==> config.mk <==
export PLATFORM = sky130hd
export DESIGN_NAME = multiword_adder_seq
export DESIGN_NICKNAME = d
export VERILOG_FILES = /design/src/rtl/multiword_adder_seq.sv
export SDC_FILE = /design/constraint.sdc
export NUM_CORES = 1
export LEC_CHECK = 0
export BUFFER_PORTS_ARGS = -buffer_cell sky130_fd_sc_hd__clkbuf_2
export CORE_MARGIN = 2
export CORE_UTILIZATION = 50
export CTS_BUF_LIST = sky130_fd_sc_hd__clkbuf_2
export CTS_CLUSTER_SIZE = 20
export DETAILED_ROUTE_END_ITERATION = 10
export PLACE_DENSITY = 0.75
export SLEW_MARGIN = 25
export SYNTH_ARGS = -nofsm -noshare
export SYNTH_HDL_FRONTEND = slang
export SYNTH_HIERARCHICAL = 1
export SYNTH_SLANG_ARGS = --single-unit
==> constraint.sdc <==
create_clock -name clk -period 6.25 [get_ports clk]
set_input_delay 0.625 -clock clk [delete_from_list [all_inputs] [get_ports clk]]
set_output_delay 0.625 -clock clk [all_outputs]
set_load 0.005 [all_outputs]
==> src/rtl/multiword_adder_seq.sv <==
// multiword_adder_seq: adds two WORDS x WIDTH-bit operands one word per clock through a
// single ripple_carry_adder. Define MULTIWORD_ADDER_SUB_EN to add the `sub` (A-B) input.

module full_adder (
    input  logic a,
    input  logic b,
    input  logic cin,
    output logic s,
    output logic cout
);
    assign s    = a ^ b ^ cin;
    assign cout = (a & b) | (cin & (a ^ b));
endmodule

module ripple_carry_adder #(
    parameter int WIDTH = 8
) (
    input  logic [WIDTH-1:0] x,
    input  logic [WIDTH-1:0] y,
    input  logic             carry_in,
    output logic [WIDTH-1:0] z,
    output logic             carry_out
);
    logic [WIDTH:0] c;

    assign c[0] = carry_in;

    for (genvar i = 0; i < WIDTH; i++) begin : g_stage
        full_adder u_fa (
            .a    (x[i]),
            .b    (y[i]),
            .cin  (c[i]),
            .s    (z[i]),
            .cout (c[i+1])
        );
    end

    assign carry_out = c[WIDTH];
endmodule

// Handshake: `start` is a request sampled only in IDLE; there is no ready signal, a start
// seen while busy or done is dropped. `done` is a one-cycle result-valid pulse.
module multiword_adder_seq #(
    parameter int WIDTH = 8,
    parameter int WORDS = 4
) (
    input  logic                   clk,
    input  logic                   rst_n,
    input  logic                   start,
    input  logic [WIDTH*WORDS-1:0] a_in,
    input  logic [WIDTH*WORDS-1:0] b_in,
    input  logic                   carry_in,
`ifdef MULTIWORD_ADDER_SUB_EN
    input  logic                   sub,
`endif
    output logic [WIDTH*WORDS-1:0] sum_out,
    output logic                   carry_out,
    output logic                   busy,
    output logic                   done,
    output logic [1:0]             state_dbg
);
    localparam int TOTAL = WIDTH * WORDS;
    localparam int IDX_W = $clog2(WORDS);
    localparam logic [IDX_W-1:0] LAST_IDX = IDX_W'(WORDS - 1);

    typedef enum logic [1:0] {
        IDLE = 2'd0,
        RUN  = 2'd1,
        DONE = 2'd2
    } state_t;

    state_t           state;
    state_t           state_nxt;
    logic [TOTAL-1:0] a_q;
    logic [TOTAL-1:0] b_q;
    logic             carry_q;
    logic [IDX_W-1:0] idx;
    logic             accept;
    logic [TOTAL-1:0] b_load;
    logic             carry_load;
    logic [WIDTH-1:0] word_a;
    logic [WIDTH-1:0] word_b;
    logic [WIDTH-1:0] word_z;
    logic             word_carry;

    assign accept = (state == IDLE) && start;

`ifdef MULTIWORD_ADDER_SUB_EN
    // A - B is A + ~B + 1, so the borrow-free case shows up as carry_out = 1.
    assign b_load     = sub ? ~b_in : b_in;
    assign carry_load = sub ? 1'b1  : carry_in;
`else
    assign b_load     = b_in;
    assign carry_load = carry_in;
`endif

    always_ff @(posedge clk or negedge rst_n) begin
        if (!rst_n) begin
            state <= IDLE;
        end else begin
            state <= state_nxt;
        end
    end

    always_comb begin
        state_nxt = state;
        unique case (state)
            IDLE:    if (start) state_nxt = RUN;
            RUN:     if (idx == LAST_IDX) state_nxt = DONE;
            DONE:    state_nxt = IDLE;
            default: state_nxt = IDLE;
        endcase
    end

    always_comb begin
        busy = 1'b0;
        done = 1'b0;
        unique case (state)
            RUN:     busy = 1'b1;
            DONE:    done = 1'b1;
            default: ;
        endcase
    end

    assign state_dbg = state;

    assign word_a = a_q[idx*WIDTH +: WIDTH];
    assign word_b = b_q[idx*WIDTH +: WIDTH];

    ripple_carry_adder #(
        .WIDTH (WIDTH)
    ) u_adder (
        .x         (word_a),
        .y         (word_b),
        .carry_in  (carry_q),
        .z         (word_z),
        .carry_out (word_carry)
    );

    // Operands are captured once at the start edge; sum_out is only touched in RUN so it
    // holds the finished result from DONE until the next accepted start.
    always_ff @(posedge clk or negedge rst_n) begin
        if (!rst_n) begin
            a_q     <= '0;
            b_q     <= '0;
            carry_q <= 1'b0;
            idx     <= '0;
            sum_out <= '0;
        end else if (accept) begin
            a_q     <= a_in;
            b_q     <= b_load;
            carry_q <= carry_load;
            idx     <= '0;
        end else if (state == RUN) begin
            sum_out[idx*WIDTH +: WIDTH] <= word_z;
            carry_q                     <= word_carry;
            if (idx != LAST_IDX) begin
                idx <= idx + 1'b1;
            end
        end
    end

    assign carry_out = carry_q;
endmodule
==> flow_summary.ini, run 1 <==
[route]
wirelength_microns = 9245
drt_iter0_drc = 77
ant_nets = 0
viasPerCell = 5.395
dr.pass1.iters = 4
route.vias.total = 2800
wire_per_inst_microns = 17.81
route.detailed.drc = 0

[synthesis]
synth_area_sq_um = 4478
synth_fp_nets = 382
synth_cells = 301
yosys-top-cells-area = dfrtp_1 (56%), mux2_2 (15%), mux4_2 (8.0%)
synth-edff-count = 0
synth_cell_types = 29
yosysTopAreaCell = dfrtp_1
synth_top_area_frac = 0.5644
ys.flop_type = dfrtp_1
async_flop_share = 1.000
yosysWarnings = 6
synth_seq_cells = 101
ys_seq_area_frac = 0.5644
syn_area_per_cell_sq_um = 14.88

[clock_network]
cts_tree = done
insertion_delay_ps = 550
cts_buffers = 9
cts_resized = 0
cts_setup_buffers = 0
postCtsHoldBufs = 0
clock_sinks = 101
htreeDepth = 3
max-clock-path-buffers = 2
clock-root-buffer = clkbuf_2
clkTransAtPathRegs_ps = 270

[timing]
clock_skew_ps = 31.42
holdWs_ps = 31.27
slew_violations = 0
fmax_mhz = 192.5
tightestPinTransition_ps = 829.5
slew_headroom = 0.4470
finalSetupViolations = 0
hold_violations = 0
post-route-period-util = 0.8313
timing.final.crit_period_ps = 5195
rsz0062_at_grt = false
fin_setup_tns_ps = 0

[layout]
final_cell_mix = clkbuf_2 (113), dfrtp_1 (101), mux2_2 (59)
syn2layout_area_growth_pct = 16.96
utilization = 0.6006
fillers = 729
drive_above_1_share = 0.4988
fin_nets = 487
seqCellArea_sq_um = 2527
mostFrequentLayoutCell = clkbuf_2
multi_input_area_sq_um = 1863
fin_area_sq_um = 5238
antennaDiodeCount = 0

[grt]
grt_pass1_wl_microns = 15320
overflow = 0
grt_pass1_vias = 2989
grt_max_degree = 70
grt.total_usage = 0.2036
antenna_found_initial = 0

[floorplanning]
die_w_microns = 98.64
core_area_sq_um = 8721
io_pins = 105
initial_core_util = 0.5135
placementRows = 34
dieHeight_microns = 98.64
die_area_sq_um = 9729

[min_path]
hold_class = in2async

[pwr]
power.leakage_nw = 2.429
ir_worst_vdd_mv = 0.3518
finalPower_mw = 3.034
p_per_area_nw_per_um2 = 579.3

[placed_design]
gp_congestion = 0.8240
post-dp-hpwl_microns = 6918
port_buffers = 104
dpl-instance-area_sq_um = 5101

[job]
maxCapViolations = 0

[critical_path]
rrSetupSlack_ps = 1050
crit_type = reg2reg
cp.arrival_ps = 5670
cp-start-kind = register
rr_worst_depth = 12
path_max_fanout = 11
worstPathRequired_ps = 6720
rr_endpoint = sum_out[23]
r2r_start = idx[0]
end_kind = register

[status]
status = complete, no violations
[through the flow]
step,cells,setup slack [ps]
after floorplan,301,1445
after global placement,503,1230
after detailed placement,503,1106
after CTS,519,1051
after global routing,519,859.9
final,519,1055
[worst max-delay path, stage by stage (launching register included)]
cell	delay, ps
dfrtp_1	700
buf_4	290
mux4_2	540
fa_1	410
fa_1	400
fa_1	390
fa_1	390
fa_1	400
fa_1	410
fa_1	400
fa_1	580
nand2_1	60
o21ai_0	150
[worst max path at each step]
stage | startpoint | end | slack [ps] | cells past startpoint
global placement | idx[0] | sum_out[15] | 1230 | 12
floorplan | idx[0] | sum_out[31] | 1440 | 11
global route | idx[0] | sum_out[15] | 860 | 12
finish | idx[0] | sum_out[23] | 1050 | 12
detailed placement | idx[0] | sum_out[15] | 1110 | 12
CTS | idx[0] | sum_out[23] | 1050 | 12
[cell families (layout without fill, tap and decap cells)]
logic type / count (synthesis) / count (layout) / synth area share
flops: 101 / 101 / 0.5644
mux: 81 / 81 / 0.2436
simple gates: 51 / 51 / 0.06483
compound gates: 35 / 35 / 0.05309
buf+inv: 19 / 129 / 0.02235
fa+ha+maj: 13 / 13 / 0.04973
xor+xnor: 1 / 1 / 0.001956
[area by class of cell]
cell class | count | share of cell area
multi-input cells | 181 | 0.3557
well taps | 108 | 0.02580
inverters | 4 | 0.002867
clock buffers | 10 | 0.009556
repair buffers | 109 | 0.1070
clock inverters | 6 | 0.01648
flip-flops and latches | 101 | 0.4826
[report_power, final]
| group | internal, mW | switching [mW] |
|---|---|---|
| combinational | 0.762 | 0.774 |
| clock | 0.135 | 0.214 |
| sequential | 0.955 | 0.195 |
| total | 1.85 | 1.18 |
[cell usage after synthesis, types with 2 or more instances]
master and number:
a22o_1 16, buf_2 8, buf_6 2, clkbuf_1 4, dfrtp_1 101, fa_1 8
ha_1 5, inv_1 4, mux2_1 5, mux2_2 59, mux4_2 16, nand2_1 35
nand3b_1 4, nor2_1 3, nor4b_4 2, o21ai_0 16
[state kept, by name (all words and copies together) (netlist names)]
signal	count
b_q	32
sum_out	32
carry_out	1
idx	2
a_q	32
state_dbg	2
[layer usage]
metal  up-vias  GRT usage  wire length (microns)
met1      1399     0.2808                   4172
met2        94     0.3208                   4339
met4         0    0.07482                    191
li1       1291          -                      -
met3        16    0.04681                    542
met5         -          0                      0
Power figures use the tool's default switching activity.
==> inputs of run 2 (changes only) <==
--- a/config.mk
+++ b/config.mk
@@ -5,13 +5,14 @@
 export SDC_FILE = /design/constraint.sdc
 export NUM_CORES = 1
 export LEC_CHECK = 0
+export ABC_AREA = 1
 export BUFFER_PORTS_ARGS = -buffer_cell sky130_fd_sc_hd__clkbuf_2
 export CORE_MARGIN = 2
 export CORE_UTILIZATION = 50
 export CTS_BUF_LIST = sky130_fd_sc_hd__clkbuf_2
 export CTS_CLUSTER_SIZE = 20
 export DETAILED_ROUTE_END_ITERATION = 10
-export PLACE_DENSITY = 0.75
+export PLACE_DENSITY = 0.74
 export SLEW_MARGIN = 25
 export SYNTH_ARGS = -nofsm -noshare
 export SYNTH_HDL_FRONTEND = slang
==> constraint.sdc (replaced) <==
create_clock -name clk -period 5.3 [get_ports clk]
set_input_delay 0.53 -clock clk [delete_from_list [all_inputs] [get_ports clk]]
set_output_delay 0.53 -clock clk [all_outputs]
set_load 0.005 [all_outputs]
==> run 2 against run 1 <==
  * Sequential power grew 13%
  * Cell count increased by 58%
  * Die area increased by 7.6%
  * Clock skew about the same
  * Largest cell class unchanged
  * Largest power group unchanged
==> flow_summary.ini, run 2 <==
[layout]
fin_nets = 768
layout.cells.non_filler = 821
drive_above_1_share = 0.2009
antennaDiodeCount = 0
syn2layout_area_growth_pct = 14.45
final_cell_mix = nand2_1 (286), clkbuf_2 (112), dfrtp_1 (101)
mostFrequentLayoutCell = nand2_1
reg_top3 = a_q: 32 flops, b_q: 32 flops, sum_out: 32 flops

[route]
drt_iter0_drc = 242
wire_per_inst_microns = 13.72
wirelength_microns = 11260
route.detailed.drc = 0
ant_nets = 0
viasPerCell = 4.959
route.vias.total = 4071
dr.pass1.iters = 4

[synthesis]
syn_area_per_cell_sq_um = 8.160
yosysTopAreaCell = dfrtp_1
yosys-top-cells-area = dfrtp_1 (52%), nand2_1 (22%), fa_1 (3.3%)
synth_fp_nets = 673
synth-edff-count = 0
yosysMostFrequentCell = nand2_1
synth_area_sq_um = 4831
yosys-top-cells-count = nand2_1 (286), dfrtp_1 (101), nor2_1 (42), inv_1 (33), o21ai_0 (22)
synth_top_area_frac = 0.5232
synth_cell_types = 22
async_flop_share = 1.000
ys.flop_type = dfrtp_1
ys_seq_area_frac = 0.5232
yosysWarnings = 6
synth_cells = 592
synth_seq_cells = 101

[clock_network]
clkTransAtPathRegs_ps = 280
postCtsHoldBufs = 1
clock-root-buffer = clkbuf_2
max-clock-path-buffers = 2
cts_buffers = 9
cts_tree = done
htreeDepth = 3
clock_sinks = 101
cts_setup_buffers = 0
cts_resized = 0
insertion_delay_ps = 580

[grt]
overflow = 0
grt_max_degree = 82
antenna_found_initial = 0
grt_pass1_wl_microns = 18850
grt.total_usage = 0.2335
grt_pass1_vias = 3994

[pwr]
ir_worst_vdd_mv = 0.2898
p_per_area_nw_per_um2 = 660.2
power.leakage_nw = 3.123

[timing]
slew_headroom = 0.4817
rsz0062_at_grt = false
hold_violations = 0
timing.final.crit_period_ps = 4753
fmax_mhz = 210.4
holdWs_ps = 109.8
clock_skew_ps = 31.89
finalSetupViolations = 0
fin_setup_tns_ps = 0
post-route-period-util = 0.8968
tightestPinTransition_ps = 777.5
slew_violations = 0

[min_path]
holdPathStages = 3
hold_class = in2reg
min_to = b_q[28]
hp-start = b_in[28]

[critical_path]
slowest_stage = fa_1
rr_endpoint = sum_out[31]
critPathMaxStageDelay_ps = 510
rrSetupSlack_ps = 550
crit_top_cell = fa_1
cpLargestDelayFamily = adder cells
worstPathRequired_ps = 5830
r2r_start = idx[0]
crit_chain = inv_1 > buf_4 > nor2_1 > nor2_1 > o21ai_1 > nand2_1 > fa_1 > fa_1 > fa_1 > fa_1 > fa_1 > fa_1 > fa_1 > fa_1 > inv_1 > nor3_1 > nand2_1 > nand2_1
cp-start-kind = register
end_kind = register
rr_worst_depth = 18
cp.arrival_ps = 5290
crit_buf_inv = 3
crit_type = reg2reg
path_max_fanout = 12

[floorplanning]
dieHeight_microns = 102.3
die_area_sq_um = 10460
initial_core_util = 0.5179
placementRows = 35
die_w_microns = 102.3
io_pins = 105
core_area_sq_um = 9328

[placed_design]
gp_congestion = 0.8788
port_buffers = 104
post-dp-hpwl_microns = 8331
dp_cells = 804

[status]
status = complete, no violations

[job]
maxCapViolations = 0
==> run 2: cell count changes after synthesis, moves of 6 or more <==
cell | before | now
nand2_1 | 35 | 286
nor2_1 | 3 | 42
inv_1 | 4 | 33
nor3_1 | 0 | 7
nand3_1 | 0 | 13
o211ai_1 | 0 | 16
mux2_2 | 59 | 0
a22o_1 | 16 | 0
buf_6 | 2 | 8
buf_2 | 8 | 16
o21ai_0 | 16 | 22
o21ai_1 | 1 | 18
mux4_2 | 16 | 0
==> run 2: worst max-delay path by stage <==
stage | start | to | slack [ps] | cells past startpoint
after global routing | idx[0] | sum_out[31] | 230 | 18
after global placement | idx[0] | sum_out[31] | 650 | 18
after floorplan | idx[0] | sum_out[31] | 640 | 18
final | idx[0] | sum_out[31] | 550 | 18
after detailed placement | idx[0] | sum_out[31] | 600 | 18
after CTS | idx[0] | sum_out[31] | 560 | 18
==> run 2: power breakdown <==
group / leakage (nW) / switching [mW] / internal, mW
clock network: 0.0847 / 0.263 / 0.159
registers: 1.30 / 0.200 / 1.10
logic: 1.74 / 1.25 / 0.678
total: 3.12 / 1.71 / 1.94
==> run 2: cell families (layout without fill, tap and decap cells) <==
logic type                 after synthesis  after routing  share of synthesized area
DFF                                    101            101                     0.5232
and+or+nand+nor                        358            358                     0.2963
adders and majority gates               13             13                    0.04610
buffers and inverters                   64            164                    0.06812
AOI/OAI and AO/OA                       56             56                    0.06631
==> run 2: layout make-up <==
type                       count  area [sq um]
sequential                   101          2527
fill                         869          3799
multi-input combinational    427          1974
timing repair buffer         112         585.6
tap                          129         161.4
clock buffer                   9         45.04
clock inverter                 7         95.09
inverter                      36         140.1
==> run 2: worst reg2reg max path: cells and delay by family, from the launching register on <==
kind	cells	cell delay (ps)
simple gates	6	560
compound gates	1	70
fa+ha+maj	8	3290
buf+inv	3	410
flops	1	400
==> run 2: stage by stage <==
step / total power [mW] / area [sq um] / worst slack [ps] / util
finish: 3.650 / 5529 / 547.1 / 0.5928
detailed placement: 3.236 / 5379 / 600.8 / 0.5767
global route: 4.015 / 5529 / 231.7 / 0.5928
CTS: 3.656 / 5529 / 558.4 / 0.5928
floorplan: 2.657 / 4831 / 639.3 / -
global placement: 3.176 / 5379 / 650.1 / 0.5767
==> run 2: metal layers <==
metal / wire [microns] / vias to the layer above / track usage / share of wire
li1: - / 2028 / - / -
met1: 5139 / 1907 / 0.3257 / 0.46
met2: 5339 / 111 / 0.3720 / 0.47
met3: 482 / 25 / 0.03420 / 0.043
met4: 303 / 0 / 0.09128 / 0.027
met5: 0 / - / 0 / 0
==> inputs of run 3 (changes only) <==
--- a/config.mk
+++ b/config.mk
@@ -9,7 +9,6 @@
 export BUFFER_PORTS_ARGS = -buffer_cell sky130_fd_sc_hd__clkbuf_2
 export CORE_MARGIN = 2
 export CORE_UTILIZATION = 50
-export CTS_BUF_LIST = sky130_fd_sc_hd__clkbuf_2
 export CTS_CLUSTER_SIZE = 20
 export DETAILED_ROUTE_END_ITERATION = 10
 export PLACE_DENSITY = 0.74
==> run 3 against run 2 <==
  * Die area did not move
  * Clock skew shrank 19 ps
  * Largest power group unchanged
  * Count of clock-buffer cells in the layout increased by 1
  * Worst setup slack improved by 19 ps
  * Routed wire length up 0.35%
  * Global-route usage about the same
  * Sequential power about the same
  * Worst hold slack improved by 6.7 ps
  * Power grew 4.1%
  * Sequential share of layout area shrank 0.64 points
  * Clock power up 33%
  * Combinational power about the same
==> flow_summary.ini, run 3 (same netlist as run 2, synthesis figures left out) <==
[status]
status = complete, no violations

[pwr]
power.leakage_nw = 3.152
finalPower_mw = 3.801
ir_worst_vdd_mv = 0.2879
p_per_area_nw_per_um2 = 677.8

[floorplanning]
dieHeight_microns = 102.3
placementRows = 35
die_area_sq_um = 10460
die_w_microns = 102.3
io_pins = 105
initial_core_util = 0.5179
core_area_sq_um = 9328

[clock_network]
clock_sinks = 101
insertion_delay_ps = 370
clock-root-buffer = clkbuf_8
htreeDepth = 3
max-clock-path-buffers = 2
cts_buffers = 9
postCtsHoldBufs = 0
cts_resized = 0
clkTransAtPathRegs_ps = 100
cts_tree = done
cts_setup_buffers = 0

[route]
wire_per_inst_microns = 13.78
viasPerCell = 4.956
route.detailed.drc = 0
dr.pass1.iters = 5
ant_nets = 0
drt_iter0_drc = 248
wirelength_microns = 11300
route.vias.total = 4064

[timing]
fmax_mhz = 211.2
timing.final.crit_period_ps = 4734
fin_setup_tns_ps = 0
clock_skew_ps = 12.53
post-route-period-util = 0.8932
hold_violations = 0
slew_violations = 0
finalSetupViolations = 0
rsz0062_at_grt = false
slew_headroom = 0.4929
holdWs_ps = 116.5
tightestPinTransition_ps = 760.6

[critical_path]
end_kind = register
cpLargestDelayFamily = adder cells
crit_buf_inv = 3
critPathMaxStageDelay_ps = 510
crit_chain = inv_1 > buf_4 > nor2_1 > nor2_1 > o21ai_1 > nand2_1 > fa_1 > fa_1 > fa_1 > fa_1 > fa_1 > fa_1 > fa_1 > fa_1 > inv_1 > nor3_1 > nand2_1 > nand2_1
crit_type = reg2reg
worstPathRequired_ps = 5610
cp.arrival_ps = 5050
cp-start-kind = register
path_max_fanout = 12
crit_top_cell = fa_1
slowest_stage = fa_1

[grt]
grt_pass1_vias = 3983
antenna_found_initial = 0
overflow = 0
grt_max_degree = 82
grt.total_usage = 0.2331
grt_pass1_wl_microns = 18790

[layout]
syn2layout_area_growth_pct = 16.08
reg_top3 = a_q: 32 flops, b_q: 32 flops, sum_out: 32 flops
utilization = 0.6012
fin_nets = 767
antennaDiodeCount = 0
drive_above_1_share = 0.2026
final_cell_mix = nand2_1 (286), clkbuf_2 (103), dfrtp_1 (101)
mostFrequentLayoutCell = nand2_1

[job]
maxCapViolations = 0

[placed_design]
port_buffers = 104
gp_congestion = 0.8788
post-dp-hpwl_microns = 8331

[min_path]
hold_class = in2async
## run 3: cell types whose count changed in the layout (fill, tap and decap cells not counted)
cell and delta:
clkbuf_2 -9, dlygate4sd3_1 -1, clkbuf_8 +10, clkinv_1 -1
## run 3: routing by layer
| layer | global-route usage | wire length [microns] |
|---|---|---|
| met5 | 0 | 0 |
| met4 | 0.06974 | 214 |
| met2 | 0.3755 | 5369 |
| met3 | 0.04446 | 565 |
| met1 | 0.3240 | 5153 |
## run 3: layout make-up
| type | instances | area, sq um |
|---|---|---|
| fill | 856 | 3720 |
| sequential | 101 | 2527 |
| multi-input combinational | 427 | 1974 |
| timing repair buffer | 111 | 575.6 |
| tap | 129 | 161.4 |
| inverter | 36 | 140.1 |
| clock buffer | 10 | 137.6 |
| clock inverter | 6 | 91.34 |
## run 3: worst paths after layout
| path | startpoint | to | slack [ps] | cells past startpoint |
|---|---|---|---|---|
| setup / recovery | idx[0] | sum_out[31] | 570 | 18 |
| hold / removal | rst_n | sum_out[21] | 120 | 1 |
| setup reg to reg | idx[0] | sum_out[31] | 570 | 18 |
| hold reg to reg | a_q[0] | a_q[0] | 480 | 2 |
| max in group asynchronous | rst_n | idx[0] | 4040 | 2 |
| min in group clk | a_in[1] | a_q[1] | 340 | 3 |
## run 3: report_power, final
group	leakage [nW]	total [mW]	internal, mW	switching (mW)
registers	1.30	1.31	1.11	0.201
clock network	0.118	0.562	0.283	0.278
logic	1.74	1.93	0.680	1.25
## run 3: per-stage QoR
stage	instances	setup WS [ps]	area, sq um
floorplan	592	639.3	4831
global placement	804	650.1	5379
detailed placement	804	600.8	5379
CTS	820	591.6	5608
global route	820	287.3	5608
finish	820	565.8	5608
## run 3: worst register-to-register path, stage by stage, from the launching register on
cell and delay, ps:
dfrtp_1 350, inv_1 130, buf_4 210, nor2_1 100, nor2_1 40, o21ai_1 70
nand2_1 90, fa_1 410, fa_1 390, fa_1 410, fa_1 390, fa_1 400
fa_1 400, fa_1 390, fa_1 510, inv_1 60, nor3_1 190, nand2_1 80
nand2_1 60
